## config.mk

```make
export PLATFORM = sky130hd
export DESIGN_NAME = xor_parity_serializer
export DESIGN_NICKNAME = d
export VERILOG_FILES = /design/src/rtl/xor_parity_serializer.sv
export SDC_FILE = /design/constraint.sdc
export NUM_CORES = 1
export LEC_CHECK = 0
export ABC_AREA = 1
export CAP_MARGIN = 20
export CORE_MARGIN = 2
export CORE_UTILIZATION = 40
export CTS_BUF_LIST = sky130_fd_sc_hd__clkbuf_8
export CTS_CLUSTER_SIZE = 40
export DETAILED_ROUTE_END_ITERATION = 10
export GPL_ROUTABILITY_DRIVEN = 0
export SYNTH_ARGS = -nofsm -noshare
export SYNTH_HDL_FRONTEND = slang
export SYNTH_SLANG_ARGS = --single-unit
export TNS_END_PERCENT = 100
```

## constraint.sdc

```tcl
create_clock -name clk -period 1.3 [get_ports clk]
set_input_delay 0.26 -clock clk [delete_from_list [all_inputs] [get_ports clk]]
set_output_delay 0.26 -clock clk [all_outputs]
set_load 0.03 [all_outputs]
```

## src/rtl/xor_parity_serializer.sv

```systemverilog
// Parallel-to-serial transmit stage with an appended parity bit.
// Words arrive over a valid/ready handshake and leave LSB-first, one bit per
// output beat, followed by one parity bit (running XOR of the data bits,
// optionally inverted for odd parity). A word may be taken in the same cycle
// as the parity beat, so frames can follow each other with no idle gap.
//
// state   | meaning
// --------+-----------------------------------------------------------
// S_IDLE  | no frame held; ready for a word, nothing presented downstream
// S_SHIFT | presenting data bit shreg_q[0]; cnt_q indexes the current bit
// S_PARITY| presenting the parity bit; a new word may load on its beat
module xor_parity_serializer #(
    parameter int WIDTH = 8,
    parameter int ODD   = 0,
    parameter int CNT_W = 8
) (
    input  logic             clk,
    input  logic             rst_n,
    input  logic [WIDTH-1:0] in_data,
    input  logic             in_valid,
    output logic             in_ready,
    output logic             out_bit,
    output logic             out_valid,
    output logic             out_last,
    input  logic             out_ready,
    output logic [CNT_W-1:0] frame_cnt
);

    localparam int                 CNT_BITS = (WIDTH > 1) ? $clog2(WIDTH) : 1;
    localparam logic [CNT_BITS-1:0] LAST_IDX = CNT_BITS'(WIDTH - 1);
    localparam logic                ODD_BIT  = (ODD != 0);

    typedef enum logic [1:0] {
        S_IDLE   = 2'd0,
        S_SHIFT  = 2'd1,
        S_PARITY = 2'd2
    } state_t;

    state_t             state_q,     state_d;
    logic [WIDTH-1:0]   shreg_q,     shreg_d;
    logic [CNT_BITS-1:0] cnt_q,      cnt_d;
    logic               acc_q,       acc_d;
    logic [CNT_W-1:0]   frame_cnt_q, frame_cnt_d;
    logic               out_bit_q,   out_bit_d;
    logic               out_valid_q, out_valid_d;
    logic               out_last_q,  out_last_d;

    logic               accept;

    // Input side is open when idle, or when the parity bit is leaving this cycle.
    always_comb begin
        in_ready = (state_q == S_IDLE) || ((state_q == S_PARITY) && out_ready);
        accept   = in_valid && in_ready;
    end

    // Next-state and next-output computation; every register holds by default,
    // which is what gives stall-without-change when out_ready is low.
    always_comb begin
        state_d     = state_q;
        shreg_d     = shreg_q;
        cnt_d       = cnt_q;
        acc_d       = acc_q;
        frame_cnt_d = frame_cnt_q;
        out_bit_d   = out_bit_q;
        out_valid_d = out_valid_q;
        out_last_d  = out_last_q;

        case (state_q)
            S_IDLE: begin
                if (accept) begin
                    state_d     = S_SHIFT;
                    shreg_d     = in_data;
                    cnt_d       = '0;
                    acc_d       = 1'b0;
                    out_bit_d   = in_data[0];
                    out_valid_d = 1'b1;
                    out_last_d  = 1'b0;
                end
            end

            S_SHIFT: begin
                if (out_ready) begin
                    acc_d   = acc_q ^ shreg_q[0];
                    shreg_d = shreg_q >> 1;
                    if (cnt_q == LAST_IDX) begin
                        // Last data bit leaves: parity is the updated accumulator.
                        state_d    = S_PARITY;
                        cnt_d      = '0;
                        out_bit_d  = acc_q ^ shreg_q[0] ^ ODD_BIT;
                        out_last_d = 1'b1;
                    end else begin
                        cnt_d     = cnt_q + CNT_BITS'(1);
                        out_bit_d = shreg_q[1];
                    end
                end
            end

            S_PARITY: begin
                if (out_ready) begin
                    frame_cnt_d = frame_cnt_q + CNT_W'(1);
                    if (in_valid) begin
                        // Zero-bubble reload straight into the next frame.
                        state_d     = S_SHIFT;
                        shreg_d     = in_data;
                        cnt_d       = '0;
                        acc_d       = 1'b0;
                        out_bit_d   = in_data[0];
                        out_valid_d = 1'b1;
                        out_last_d  = 1'b0;
                    end else begin
                        state_d     = S_IDLE;
                        out_bit_d   = 1'b0;
                        out_valid_d = 1'b0;
                        out_last_d  = 1'b0;
                    end
                end
            end

            default: begin
                state_d     = S_IDLE;
                out_bit_d   = 1'b0;
                out_valid_d = 1'b0;
                out_last_d  = 1'b0;
            end
        endcase
    end

    // State and registered outputs; synchronous reset drops any partial frame.
    always_ff @(posedge clk) begin
        if (!rst_n) begin
            state_q     <= S_IDLE;
            shreg_q     <= '0;
            cnt_q       <= '0;
            acc_q       <= 1'b0;
            frame_cnt_q <= '0;
            out_bit_q   <= 1'b0;
            out_valid_q <= 1'b0;
            out_last_q  <= 1'b0;
        end else begin
            state_q     <= state_d;
            shreg_q     <= shreg_d;
            cnt_q       <= cnt_d;
            acc_q       <= acc_d;
            frame_cnt_q <= frame_cnt_d;
            out_bit_q   <= out_bit_d;
            out_valid_q <= out_valid_d;
            out_last_q  <= out_last_d;
        end
    end

    // Outputs come straight from registers; in_data never reaches out_bit combinationally.
    always_comb begin
        out_bit   = out_bit_q;
        out_valid = out_valid_q;
        out_last  = out_last_q;
        frame_cnt = frame_cnt_q;
    end

endmodule

```

After elaboration in Yosys (flattened, before gate mapping)
Cells that the tools add are included.
- bits in registers: 25
- input bits: 12
- output and inout bits: 12
- word-level logic and storage cells: 66
- add/subtract/negate cells: 2
- equality and inequality tests: 8
- muxes and demuxes: 36
- bitwise operators: 2
- reductions and logical operators: 10
- operators by type and width (operator ; count):
    two-way mux 8 bit ; 4
    case mux 8 bit (3 select lines) ; 1
    two-way mux 1 bit ; 16
    two-way mux 3 bit ; 5
    case mux 1 bit (3 select lines) ; 4
    inequality test 2 bit (second input constant) ; 5
    case mux 3 bit (3 select lines) ; 1
    adder 8 x 1 -> 8 bit (second input constant) ; 1
    two-way mux 2 bit ; 4
    case mux 2 bit (3 select lines) ; 1
    AND reduction 3 bit ; 2
    AND reduction 5 bit ; 1
    AND reduction 4 bit ; 1
    adder 3 x 1 -> 3 bit (second input constant) ; 1
    == test 3 bit (second input constant) ; 1
    nonzero test 3 bit ; 1
    == test 2 x 1 -> 1 bit (second input constant) ; 1
    == test 2 bit (second input constant) ; 1
    logical AND 1 bit ; 2
    logical NOT 2 bit ; 1
    AND reduction 2 bit ; 1
    logical OR 1 bit ; 1
    inverter 1 bit ; 1
    bitwise XOR 1 bit ; 1

Longest topological paths before layout
Gate-level depths: netlist of the first run.
- depth in word-level cells: 6
- depth in mapped cells: 8
- depth with buffers taken out: 8

Worst setup path after synthesis of the first run
OpenSTA, ideal clock, no wires.
- path kind: reg-to-output
- start point: register, netlist name out_last
- end point: output in_ready
- arrival: 1.189 ns
- data required time: 1.040 ns
- setup slack: -0.149 ns
- stages on the path, launching flop included: 5
- path buffers: 0
- path through: dfxtp_1 > inv_1 > nor2_2 > nand2_2 > nand2_1
- RTL lines (item ; RTL line ; RTL):
    end, declared ; 21 ; output logic in_ready,

Worst setup path in the final report of the first run
- start point: register out_last_q, in the netlist out_last
- end point: output out_last
- RTL lines (item ; RTL line ; RTL):
    start, declared ; 46 ; logic out_last_q, out_last_d;
    start signal, assigned ; 147 ; out_last_q <= out_last_d;
    end, declared ; 24 ; output logic out_last,
No word-level cell between the ends.

==> results of run 1 <==
synthesized netlist by cell type, drive strengths merged, types with 2 or more instances:
| cell type | n |
|---|---|
| nand2 | 58 |
| nand4 | 2 |
| xor2 | 2 |
| o21ai | 9 |
| nor2 | 35 |
| inv | 26 |
| dfxtp | 24 |
| ha | 3 |
| buf | 4 |
| a21oi | 12 |
| clkbuf | 2 |
| nand3 | 11 |
routing by layer:
metal | track usage | vias up
met5 | 0 | -
met2 | 0.3077 | 26
met4 | 0.06818 | 0
met1 | 0.1833 | 531
met3 | 0.04585 | 2
li1 | - | 671
layout make-up:
type / instances / area [um^2] / area share
Timing Repair Buffer: 42 / 387.9 / 0.2219
Tap cell: 33 / 41.29 / 0.02362
Sequential cell: 24 / 490.5 / 0.2806
Multi-Input combinational cell: 135 / 673.1 / 0.3851
Inverter: 26 / 100.1 / 0.05727
Clock buffer: 4 / 55.05 / 0.03150
worst max path at each step:
stage / cells after the start / slack, ns / endpoint / from
CTS: 5 / -0.02 / in_ready / out_last$_SDFFE_PN0P_
detailed placement: 7 / -0.27 / cnt_q[0]$_SDFFE_PN0P_ / in_valid
finish: 1 / 0.007 / out_last / out_last$_SDFFE_PN0P_
global route: 5 / -0.05 / in_ready / out_last$_SDFFE_PN0P_
floorplan: 4 / -0.001 / in_ready / out_last$_SDFFE_PN0P_
global placement: 7 / -0.23 / cnt_q[2]$_SDFFE_PN0P_ / in_valid
timing repair:
item	in CTS	in global routing
pin swaps	2	4
gates resized for setup	14	18
gates cloned	0	1
buffers inserted	4	0
endpoints found under the setup margin	7	23
through the flow:
stage	area [um^2]	setup WS (ns)
2_1_floorplan	1234	-0.001169
3_3_place_gp	1573	-0.2341
3_5_place_dp	1573	-0.2658
4_1_cts	1674	-0.01527
5_1_grt	1748	-0.04957
6_report	1748	0.007004
cells by family after synthesis:
logic type      Yosys count  share of synthesized area
simple gates            107                     0.3622
buf+inv                  32                     0.1058
xor+xnor                  2                    0.01424
fa+ha+maj                 3                    0.03052
compound gates           23                    0.09665
flops                    24                     0.3906
sequential cells by signal (all words and copies together) (netlist names):
signal     cells
state_q        1
frame_cnt      8
acc_q          1
out_bit        1
cnt_q          3
out_valid      1
out_last       1
shreg_q        8
power by group:
part           switching (mW)  total (mW)  leakage [nW]  internal (mW)
combinational           0.206       0.378         0.639          0.172
clock                   0.241       0.512        0.0288          0.271
sequential             0.0254       0.806         0.199          0.781
total                   0.473        1.70         0.867           1.22
==> flow_summary.rst, run 1 <==
.. list-table::
   :header-rows: 1

   * - Metric
     - Value
   * - Outcome
     - completed
   * - Fraction of layout instances using a drive strength above 1
     - 0.2121
   * - Capturing point of the worst reg2reg path
     - cnt_q[0]$_SDFFE_PN0P_
   * - Post-CTS clock slew at the launch and capture registers of the worst setup and hold paths
     - 0.08 ns
   * - Total setup violations reported at the end of the flow
     - 0
   * - Met3 layer wire length in the routed design
     - 124 um
   * - Setup TNS Final
     - 0 ns
   * - Sink Count
     - 24
   * - Portion of the clock cycle consumed by the worst path in the final layout
     - 0.9946
   * - Chip height
     - 59.45 um
   * - CTS H-tree depth
     - 1
   * - # fillers
     - 286
   * - Max Root-Sink Buffers
     - 2
   * - CTS tree
     - yes
   * - Hold Buf Count CTS
     - 0
   * - Initial antenna violation count
     - 0
   * - TritonCTS buffer count
     - 3
   * - Number of ports placed on the die boundary
     - 24
   * - Cell with the largest stage delay on the worst path
     - dlygate4sd2_1
   * - Yosys warnings
     - 0
   * - Met2 routed WL
     - 1.361 mm
   * - Post-layout min period
     - 1.293 ns
   * - Number of nets with antenna violations after detailed routing
     - 0
   * - Worst Hold Class
     - flip-flop to flip-flop
   * - Non-filler cells, final
     - 264
   * - Crit path DAT
     - 1.03 ns
   * - First-pass iteration count of the detailed router
     - 4
   * - Largest stage delay on the critical path
     - 0.39 ns
   * - Max-cap violation count
     - 0
   * - Normalized max-slew margin
     - 0.8002
   * - CP Launch Type
     - flip-flop
   * - Min Hold Slack
     - 0.4785 ns
   * - Via Count
     - 1230
   * - GR Util All Layers
     - 0.1694
   * - Die ar.
     - 3534 um^2
   * - Worst voltage drop across the vdd grid
     - 0.7969 mV
   * - Library cell used as clock root buffer
     - clkbuf_8
   * - Mapped Avg Cell Area
     - 6.439 um^2
   * - Hold Crit Endpoint
     - out_bit$_SDFFE_PN0P_
   * - Kind of capture point of the worst setup path
     - primary output
   * - Setup repair after global routing missed its margin
     - yes
   * - Floorplan row count
     - 20
   * - Number of global-route vias before repair
     - 1109
   * - Number of port buffers
     - 23
   * - Metal-1 WL
     - 1.264 mm
   * - Inst Count DP
     - 255
   * - Seq cells post-synth
     - 24
   * - Wire per inst
     - 10.53 um
   * - Commonest non-fill, non-tap cells in the layout
     - nand2_1 (55), nor2_1 (31), inv_1 (24), buf_4 (21), dfxtp_1 (20)
   * - Final count of pins violating max slew
     - 0
   * - Transition time at the pin with the least slew margin
     - 0.3008 ns
   * - Signed area change from the synthesized netlist to the final layout
     - 42.12%
   * - Finished Core Util
     - 0.5870
   * - Reg2Reg Setup Slack
     - 0.05 ns
   * - Hold Fails Final Rpt
     - 0
   * - Pwr Density
     - 970.5 nW/um^2
   * - Routed wire length
     - 2.780 mm
   * - Highest layer used for signal routing
     - met4
   * - Initial cell density of the core
     - 0.4130
   * - Worst Reg2Reg Path Length in Cells
     - 7
   * - Clock insertion delay at the later pin of the skew report
     - 0.27 ns
   * - Final antenna diode count
     - 0
   * - Total power
     - 1.696 mW
   * - Most used flip-flop cell after synthesis
     - dfxtp_1
   * - Worst R2R Start
     - out_last$_SDFFE_PN0P_
   * - Mapped cell area
     - 1230 um^2
   * - Maximum number of pins on one net before global-route repair
     - 25
   * - Combined buffer and inverter count along the critical path
     - 1
   * - Setup clock skew after layout
     - 0.001626 ns
   * - Sequential-to-total area share from yosys stat
     - 0.3906
   * - Overall overflow remaining after global route
     - 0
   * - Cells on Worst Hold Path
     - 2
   * - Synth async-reset ratio
     - 0
   * - Area contributors post-synth
     - dfxtp_1 (39%), nand2_1 (17%), nor2_1 (10%)
   * - Synthesized netlist cell count
     - 191
   * - First-pass GRT wire length
     - 4.519 mm
   * - Most common cell after layout, fill and taps aside
     - nand2_1
   * - Static leakage
     - 0.8669 nW
   * - Drt first-iter violations
     - 51
   * - Peak clock frequency supported by timing
     - 0.7734 GHz
   * - CP Class
     - flip-flop to primary output
   * - Half-perimeter wire length of the detailed placement result
     - 1.889 mm
   * - Family with the most delay on the worst path
     - buffers and inverters
   * - Die span in x
     - 59.45 um
   * - Mean number of vias per cell
     - 4.659
   * - Synth Net Count
     - 206
   * - Post-synth EDFFs
     - 0
   * - Portion of synthesized cell area occupied by the leading cell type
     - 0.3906
   * - Hold wc startpoint
     - out_bit$_SDFFE_PN0P_
   * - Core outline area
     - 2978 um^2
   * - Top cell type by total area after synthesis
     - dfxtp_1
   * - Worst EP required
     - 1.04 ns
   * - Count of cell types in the netlist
     - 20
   * - Detailed-route DRC error count
     - 0
   * - CP cell instances
     - dlygate4sd2_1
   * - Largest fanout on the critical path
     - 3
   * - Final nets
     - 247
Power figures use the tool's default switching activity.
==> inputs of run 2 (changes only) <==
--- a/config.mk
+++ b/config.mk
@@ -14,4 +14,5 @@
 export DETAILED_ROUTE_END_ITERATION = 10
 export GPL_ROUTABILITY_DRIVEN = 0
+export RECOVER_POWER = 100
 export SYNTH_ARGS = -nofsm -noshare
 export SYNTH_HDL_FRONTEND = slang
==> constraint.sdc (replaced) <==
create_clock -name clk -period 1.3 [get_ports clk]
set_input_delay 0.325 -clock clk [delete_from_list [all_inputs] [get_ports clk]]
set_output_delay 0.325 -clock clk [all_outputs]
set_load 0.03 [all_outputs]
==> run 2 against run 1 <==
Against the previous run: the flow now finishes with violations (setup timing); non-clock buffer count is 4 higher; worst setup slack worse by 0.069 ns; worst hold slack gained 0.010 ns; fmax decreased by 5.1%; clock power decreased by 1%; final cell count up 1.5%; clock-buffer cell count is the same; critical path type unchanged.
==> flow_summary.rst, run 2 (same netlist as run 1, synthesis figures left out) <==
.. list-table::
   :header-rows: 1

   * - Metric
     - Value
   * - Outcome
     - finished, violations left
   * - Violations in the final reports
     - setup timing
   * - Hold Fails Final Rpt
     - 0
   * - Most common cell after layout, fill and taps aside
     - nand2_1
   * - Drt first-iter violations
     - 47
   * - Kind of capture point of the worst setup path
     - primary output
   * - Pwr Density
     - 958.6 nW/um^2
   * - Worst Reg2Reg Path Length in Cells
     - 7
   * - Normalized max-slew margin
     - 0.8543
   * - Internal power
     - 1.261 mW
   * - Max-cap violation count
     - 0
   * - Die ar.
     - 3534 um^2
   * - First-pass iteration count of the detailed router
     - 4
   * - Combined buffer and inverter count along the critical path
     - 3
   * - Worst R2R Start
     - state_q[0]$_SDFFE_PN0P_
   * - Signed area change from the synthesized netlist to the final layout
     - 48.02%
   * - Min Hold Slack
     - 0.4886 ns
   * - Maximum number of pins on one net before global-route repair
     - 25
   * - # fillers
     - 278
   * - Post-place setup slack
     - -0.3173 ns
   * - Clock insertion delay at the later pin of the skew report
     - 0.26 ns
   * - Combinational power share
     - 0.248
   * - Part of the total power dissipated in the clock network
     - 0.289
   * - TritonCTS buffer count
     - 3
   * - Cell with the largest stage delay on the worst path
     - dfxtp_4
   * - Static leakage
     - 0.8978 nW
   * - Half-perimeter wire length of the detailed placement result
     - 1.968 mm
   * - Mean number of vias per cell
     - 4.828
   * - Number of global-route vias before repair
     - 1062
   * - Hold Buf Count CTS
     - 0
   * - CTS tree
     - yes
   * - Largest stage delay on the critical path
     - 0.37 ns
   * - Final count of pins violating max slew
     - 0
   * - Peak clock frequency supported by timing
     - 0.7342 GHz
   * - GR Util All Layers
     - 0.1606
   * - Transition time at the pin with the least slew margin
     - 0.2163 ns
   * - Setup repair after global routing missed its margin
     - yes
   * - CP Launch Type
     - flip-flop
   * - Number of nets with antenna violations after detailed routing
     - 0
   * - Final nets
     - 251
   * - Worst EP required
     - 0.98 ns
   * - Worst Hold Class
     - flip-flop to flip-flop
   * - Largest fanout on the critical path
     - 3
   * - Core outline area
     - 2978 um^2
   * - Worst path setup slack after routing
     - -0.06210 ns
   * - Met3 layer wire length in the routed design
     - 89 um
   * - Setup clock skew after layout
     - 0.002949 ns
   * - Commonest non-fill, non-tap cells in the layout
     - nand2_1 (54), nor2_1 (30), inv_1 (23), dfxtp_1 (21), buf_4 (21)
   * - Share of power burned in registers
     - 0.463
   * - Met2 routed WL
     - 1.505 mm
   * - Wire per inst
     - 11.17 um
   * - Floorplan row count
     - 20
   * - Detailed-route DRC error count
     - 0
   * - Via Count
     - 1294
   * - Hold Crit Endpoint
     - frame_cnt[1]$_SDFFE_PN0P_
   * - Switching share of power
     - 0.2772
   * - Worst voltage drop across the vdd grid
     - 0.6382 mV
   * - CP cell instances
     - inv_2, nand2_2, buf_6, nand2_2, buf_6
   * - Fraction of layout instances using a drive strength above 1
     - 0.2638
   * - Crit path DAT
     - 1.04 ns
   * - Highest layer used for signal routing
     - met4
   * - Max Root-Sink Buffers
     - 2
   * - Total power
     - 1.745 mW
   * - Routed wire length
     - 2.993 mm
   * - CP Class
     - flip-flop to primary output
   * - Post-CTS clock slew at the launch and capture registers of the worst setup and hold paths
     - 0.08 ns
   * - Number of port buffers
     - 23
   * - Family with the most delay on the worst path
     - flip-flops
   * - Hold wc startpoint
     - frame_cnt[1]$_SDFFE_PN0P_
   * - First-pass GRT wire length
     - 4.422 mm
   * - Sink Count
     - 24
   * - CTS H-tree depth
     - 1
   * - Total setup violations reported at the end of the flow
     - 2
   * - Chip height
     - 59.45 um
   * - Portion of the clock cycle consumed by the worst path in the final layout
     - 1.048
   * - Metal-1 WL
     - 1.376 mm
   * - Final antenna diode count
     - 0
   * - Capturing point of the worst reg2reg path
     - cnt_q[2]$_SDFFE_PN0P_
   * - Initial antenna violation count
     - 0
   * - Overall overflow remaining after global route
     - 0
   * - Number of ports placed on the die boundary
     - 24
   * - Die span in x
     - 59.45 um
   * - Library cell used as clock root buffer
     - clkbuf_8
   * - Cells on Worst Hold Path
     - 2
   * - Initial cell density of the core
     - 0.4130
   * - Post-layout min period
     - 1.362 ns
   * - Reg2Reg Setup Slack
     - -0.04 ns
   * - Net switching component of the power
     - 0.4838 mW
==> run 2: worst max-delay path by stage <==
stage                     cells past startpoint                     from  slack, ns                   endpoint
after floorplan                               7    out_last$_SDFFE_PN0P_      0.002  frame_cnt[6]$_SDFFE_PN0P_
after detailed placement                      7                 in_valid      -0.32      cnt_q[1]$_SDFFE_PN0P_
after CTS                                     5    out_last$_SDFFE_PN0P_      -0.09                   in_ready
after global routing                          7  state_q[0]$_SDFFE_PN0P_      -0.12      cnt_q[2]$_SDFFE_PN0P_
final                                         5  state_q[0]$_SDFFE_PN0P_      -0.06                   in_ready
after global placement                        7                 in_valid      -0.30      cnt_q[2]$_SDFFE_PN0P_
==> run 2: per-stage QoR <==
stage                     TNS [ns]  std cells  instance area, um^2    util
after floorplan                  0        191                 1236       -
after global placement      -5.423        254                 1555  0.5223
after detailed placement    -5.666        254                 1555  0.5223
after CTS                  -0.1127        263                 1675  0.5626
after global routing       -0.9915        268                 1821  0.6113
final                      -0.1034        268                 1821  0.6113
==> run 2: final cells by class <==
| cell class | count | area [um^2] | area share |
|---|---|---|---|
| Sequential cell | 24 | 486.7 | 0.2674 |
| Multi-Input combinational cell | 135 | 711.9 | 0.3911 |
| Tap cell | 33 | 41.29 | 0.02268 |
| Inverter | 26 | 100.1 | 0.05498 |
| Clock buffer | 4 | 55.05 | 0.03024 |
| Timing Repair Buffer | 46 | 425.4 | 0.2337 |
==> run 2: routing by layer <==
metal  global-route usage  vias up
met4              0.04545        0
li1                     -      678
met5                    0        -
met1               0.2000      591
met2               0.2826       21
met3              0.02620        4
==> run 2: what timing repair did <==
action                     4_1_cts  5_1_grt
pin swaps                        2        7
resized for setup               13       20
setup endpoints to repair       12       21
gates cloned                     0        3
buffers inserted                 5        3
==> run 2: power by group through the flow <==
stage / combinational [mW] / sequential [mW] / clock, mW
2_1_floorplan: 0.210 / 0.829 / 0
3_3_place_gp: 0.334 / 0.820 / 0
3_5_place_dp: 0.345 / 0.823 / 0
4_1_cts: 0.361 / 0.806 / 0.515
5_1_grt: 0.488 / 0.813 / 0.549
6_report: 0.433 / 0.807 / 0.505
==> run 2: worst min-delay path: stages, from the launching register on <==
cell	delay, ns
dfxtp_2	0.34
nand2_1	0.06
a21oi_1	0.05
==> inputs of run 3 (changes only) <==
ABC_AREA = unset   (was 1)
==> run 3 against run 2 <==
Against the previous run: the run still ends with setup timing left; combinational power decreased by 19%; first-iteration DRC count grew 6.4%; final cell count fell by 21%; area after synthesis increased by 1.6%; register-to-register slack better by 0.02 ns; global-route usage up 0.92 points; non-clock buffer count decreased by 1; sequential share of layout area grew 0.52 points; cell area shrank 0.89%; sequential cell count stayed put; largest power group unchanged; highest routed layer unchanged.
==> flow_summary.rst, run 3 <==
.. list-table::
   :header-rows: 1

   * - Metric
     - Value
   * - Floorplan row count
     - 20
   * - First-pass iteration count of the detailed router
     - 4
   * - Via Count
     - 1103
   * - CP Launch Type
     - flip-flop
   * - Signed area change from the synthesized netlist to the final layout
     - 44.34%
   * - Met1 Usage GRT
     - 0.2319
   * - Number of nets with antenna violations after detailed routing
     - 0
   * - Drt first-iter violations
     - 50
   * - Most common cell after layout, fill and taps aside
     - buf_4
   * - Detailed-route DRC error count
     - 0
   * - Worst voltage drop across the vdd grid
     - 0.4614 mV
   * - Mean number of vias per cell
     - 5.227
   * - Overall overflow remaining after global route
     - 0
   * - Post-synth EDFFs
     - 0
   * - Top cell type by total area after synthesis
     - dfxtp_1
   * - Commonest non-fill, non-tap cells in the layout
     - buf_4 (23), nand2_1 (21), dfxtp_1 (19), nand3_1 (13), and2_1 (10)
   * - Maximum number of pins on one net before global-route repair
     - 25
   * - Sequential-to-total area share from yosys stat
     - 0.3844
   * - CTS tree
     - yes
   * - CP Class
     - flip-flop to primary output
   * - Total cell area at the placement stage
     - 1562 um^2
   * - Synthesized netlist cell count
     - 139
   * - Min Hold Slack
     - 0.4597 ns
   * - Normalized max-slew margin
     - 0.8650
   * - First-pass GRT wire length
     - 4.664 mm
   * - Half-perimeter wire length of the detailed placement result
     - 1.812 mm
   * - Area occupied by multi-input gates
     - 773.2 um^2
   * - Synth async-reset ratio
     - 0
   * - Mapped Avg Cell Area
     - 8.992 um^2
   * - Synth Net Count
     - 154
   * - Chip height
     - 59.90 um
   * - Seq cells post-synth
     - 24
   * - Inst Count DP
     - 200
   * - Most used standard cell by instance count after synthesis
     - dfxtp_1
   * - Hold Buf Count CTS
     - 0
   * - Fraction of layout instances using a drive strength above 1
     - 0.3371
   * - Setup TNS Final
     - -0.1098 ns
   * - Max Root-Sink Buffers
     - 2
   * - Worst EP required
     - 0.98 ns
   * - Most frequent cells after synthesis
     - dfxtp_1 (24), nand2_1 (21), nand3_1 (13)
   * - Number of port buffers
     - 23
   * - Die ar.
     - 3588 um^2
   * - Final antenna diode count
     - 0
   * - Post-layout min period
     - 1.349 ns
   * - Peak-usage layer in the global routing report
     - met2
   * - Portion of synthesized cell area occupied by the leading cell type
     - 0.3844
   * - Yosys warnings
     - 0
   * - Layout Cell Area excl Fill
     - 1804 um^2
   * - Kind of capture point of the worst setup path
     - primary output
   * - Setup repair after global routing missed its margin
     - yes
   * - Peak clock frequency supported by timing
     - 0.7414 GHz
   * - Hold Fails Final Rpt
     - 0
   * - Family with the most delay on the worst path
     - flip-flops
   * - Largest stage delay on the critical path
     - 0.39 ns
   * - Violations in the final reports
     - setup timing
   * - Clock insertion delay at the later pin of the skew report
     - 0.27 ns
   * - Core outline area
     - 3003 um^2
   * - Combined buffer and inverter count along the critical path
     - 1
   * - Number of global-route vias before repair
     - 1065
   * - Cell with the largest stage delay on the worst path
     - dfxtp_4
   * - Total power
     - 1.663 mW
   * - Setup clock skew after layout
     - 0.002080 ns
   * - Worst Hold Class
     - flip-flop to flip-flop
   * - Mapped cell area
     - 1250 um^2
   * - Initial antenna violation count
     - 0
   * - GR Util All Layers
     - 0.1699
   * - Sequential Area
     - 491.7 um^2
   * - Number of ports placed on the die boundary
     - 24
   * - Wire per inst
     - 12.98 um
   * - Die span in x
     - 59.90 um
   * - Final nets
     - 194
   * - Worst path setup slack after routing
     - -0.04876 ns
   * - # fillers
     - 281
   * - Met2 Resource Use GR
     - 0.2764
   * - Outcome
     - finished, violations left
   * - Most used flip-flop cell after synthesis
     - dfxtp_1
   * - M3 GR Usage
     - 0.02597
   * - CP cell instances
     - nand2b_4, nor2b_4, buf_6
   * - Library cell used as clock root buffer
     - clkbuf_8
   * - Sink Count
     - 24
   * - Non-filler cells, final
     - 211
   * - Final count of pins violating max slew
     - 0
   * - Routed wire length
     - 2.738 mm
   * - Initial cell density of the core
     - 0.4163
   * - Largest fanout on the critical path
     - 5
   * - Count of cell types in the netlist
     - 34
   * - Portion of the clock cycle consumed by the worst path in the final layout
     - 1.038
   * - CTS H-tree depth
     - 1
   * - Static leakage
     - 0.8352 nW
   * - Total setup violations reported at the end of the flow
     - 9
   * - TritonCTS buffer count
     - 3
   * - Pwr Density
     - 921.6 nW/um^2
   * - Post-CTS clock slew at the launch and capture registers of the worst setup and hold paths
     - 0.09 ns
   * - Area contributors post-synth
     - dfxtp_1 (38%), nand2_1 (6.3%), o211a_1 (5.6%)
   * - Transition time at the pin with the least slew margin
     - 0.2025 ns
   * - Crit path DAT
     - 1.02 ns
   * - Max-cap violation count
     - 0
## run 3: cell count changes in the layout (fill, tap and decap cells not counted), moves of 4 or more
cell	previous run	this run
nor2_4	4	0
nand2_1	54	21
inv_1	23	0
o211a_1	0	7
nor2_1	30	4
xnor2_1	0	6
a21boi_1	0	5
nand3_1	6	13
a21oi_1	11	2
and2_1	0	10
o21ai_0	7	1
## run 3: worst reg2reg max path: cells and delay by family, from the launching register on
family / cells / cell delay (ns)
buf+inv: 2 / 0.27
compound gates: 2 / 0.45
simple gates: 1 / 0.07
flops: 1 / 0.42
## run 3: where the power goes
part | internal (mW) | total (mW) | switching [mW]
clock network | 0.270 | 0.514 | 0.244
registers | 0.769 | 0.798 | 0.0291
logic | 0.199 | 0.350 | 0.152
total | 1.24 | 1.66 | 0.425
## run 3: layer usage
| metal | share of wire | up-vias | wire length (um) |
|---|---|---|---|
| met1 | 0.50 | 528 | 1370 |
| met5 | 0 | - | 0 |
| li1 | - | 556 | - |
| met4 | 0.0077 | 0 | 21 |
| met2 | 0.47 | 15 | 1277 |
| met3 | 0.025 | 4 | 68 |
## run 3: layout make-up
type                    count  share of cell area
flip-flops and latches     24              0.2725
repair buffers             45              0.2455
clock buffers               4             0.03051
well taps                  33             0.02288
multi-input cells         105              0.4286
## run 3: per-stage QoR
stage,utilization,setup WS [ns]
2_1_floorplan,-,-0.06062
3_3_place_gp,0.5200,-0.3981
3_5_place_dp,0.5200,-0.4263
4_1_cts,0.5758,-0.04212
5_1_grt,0.6008,-0.09187
6_report,0.6008,-0.04876
## run 3: cells by family (layout without fill, tap and decap cells)
logic type / after synthesis / in the layout / synth area share
flops: 24 / 24 / 0.3844
simple gates: 69 / 69 / 0.3033
xor+xnor: 8 / 8 / 0.05606
fa+ha+maj: 3 / 3 / 0.03003
compound gates: 21 / 21 / 0.1331
buf+inv: 10 / 49 / 0.06006
mux: 4 / 4 / 0.03303
## run 3: final timing paths
path	from	to	slack (ns)	cells after the start
min	out_bit$_SDFFE_PN0P_	out_bit$_SDFFE_PN0P_	0.46	2
max reg2reg	out_last$_SDFFE_PN0P_	shreg_q[5]$_SDFFE_PN0P_	-0.02	5
min reg2reg	out_bit$_SDFFE_PN0P_	out_bit$_SDFFE_PN0P_	0.46	2
max	out_last$_SDFFE_PN0P_	in_ready	-0.05	3
## run 3: timing repair
| item | CTS | global route |
|---|---|---|
| pin swaps | 4 | 6 |
| resized for setup | 21 | 13 |
| cloned | 1 | 1 |
| buffers inserted | 3 | 3 |
| setup endpoints to repair | 22 | 18 |
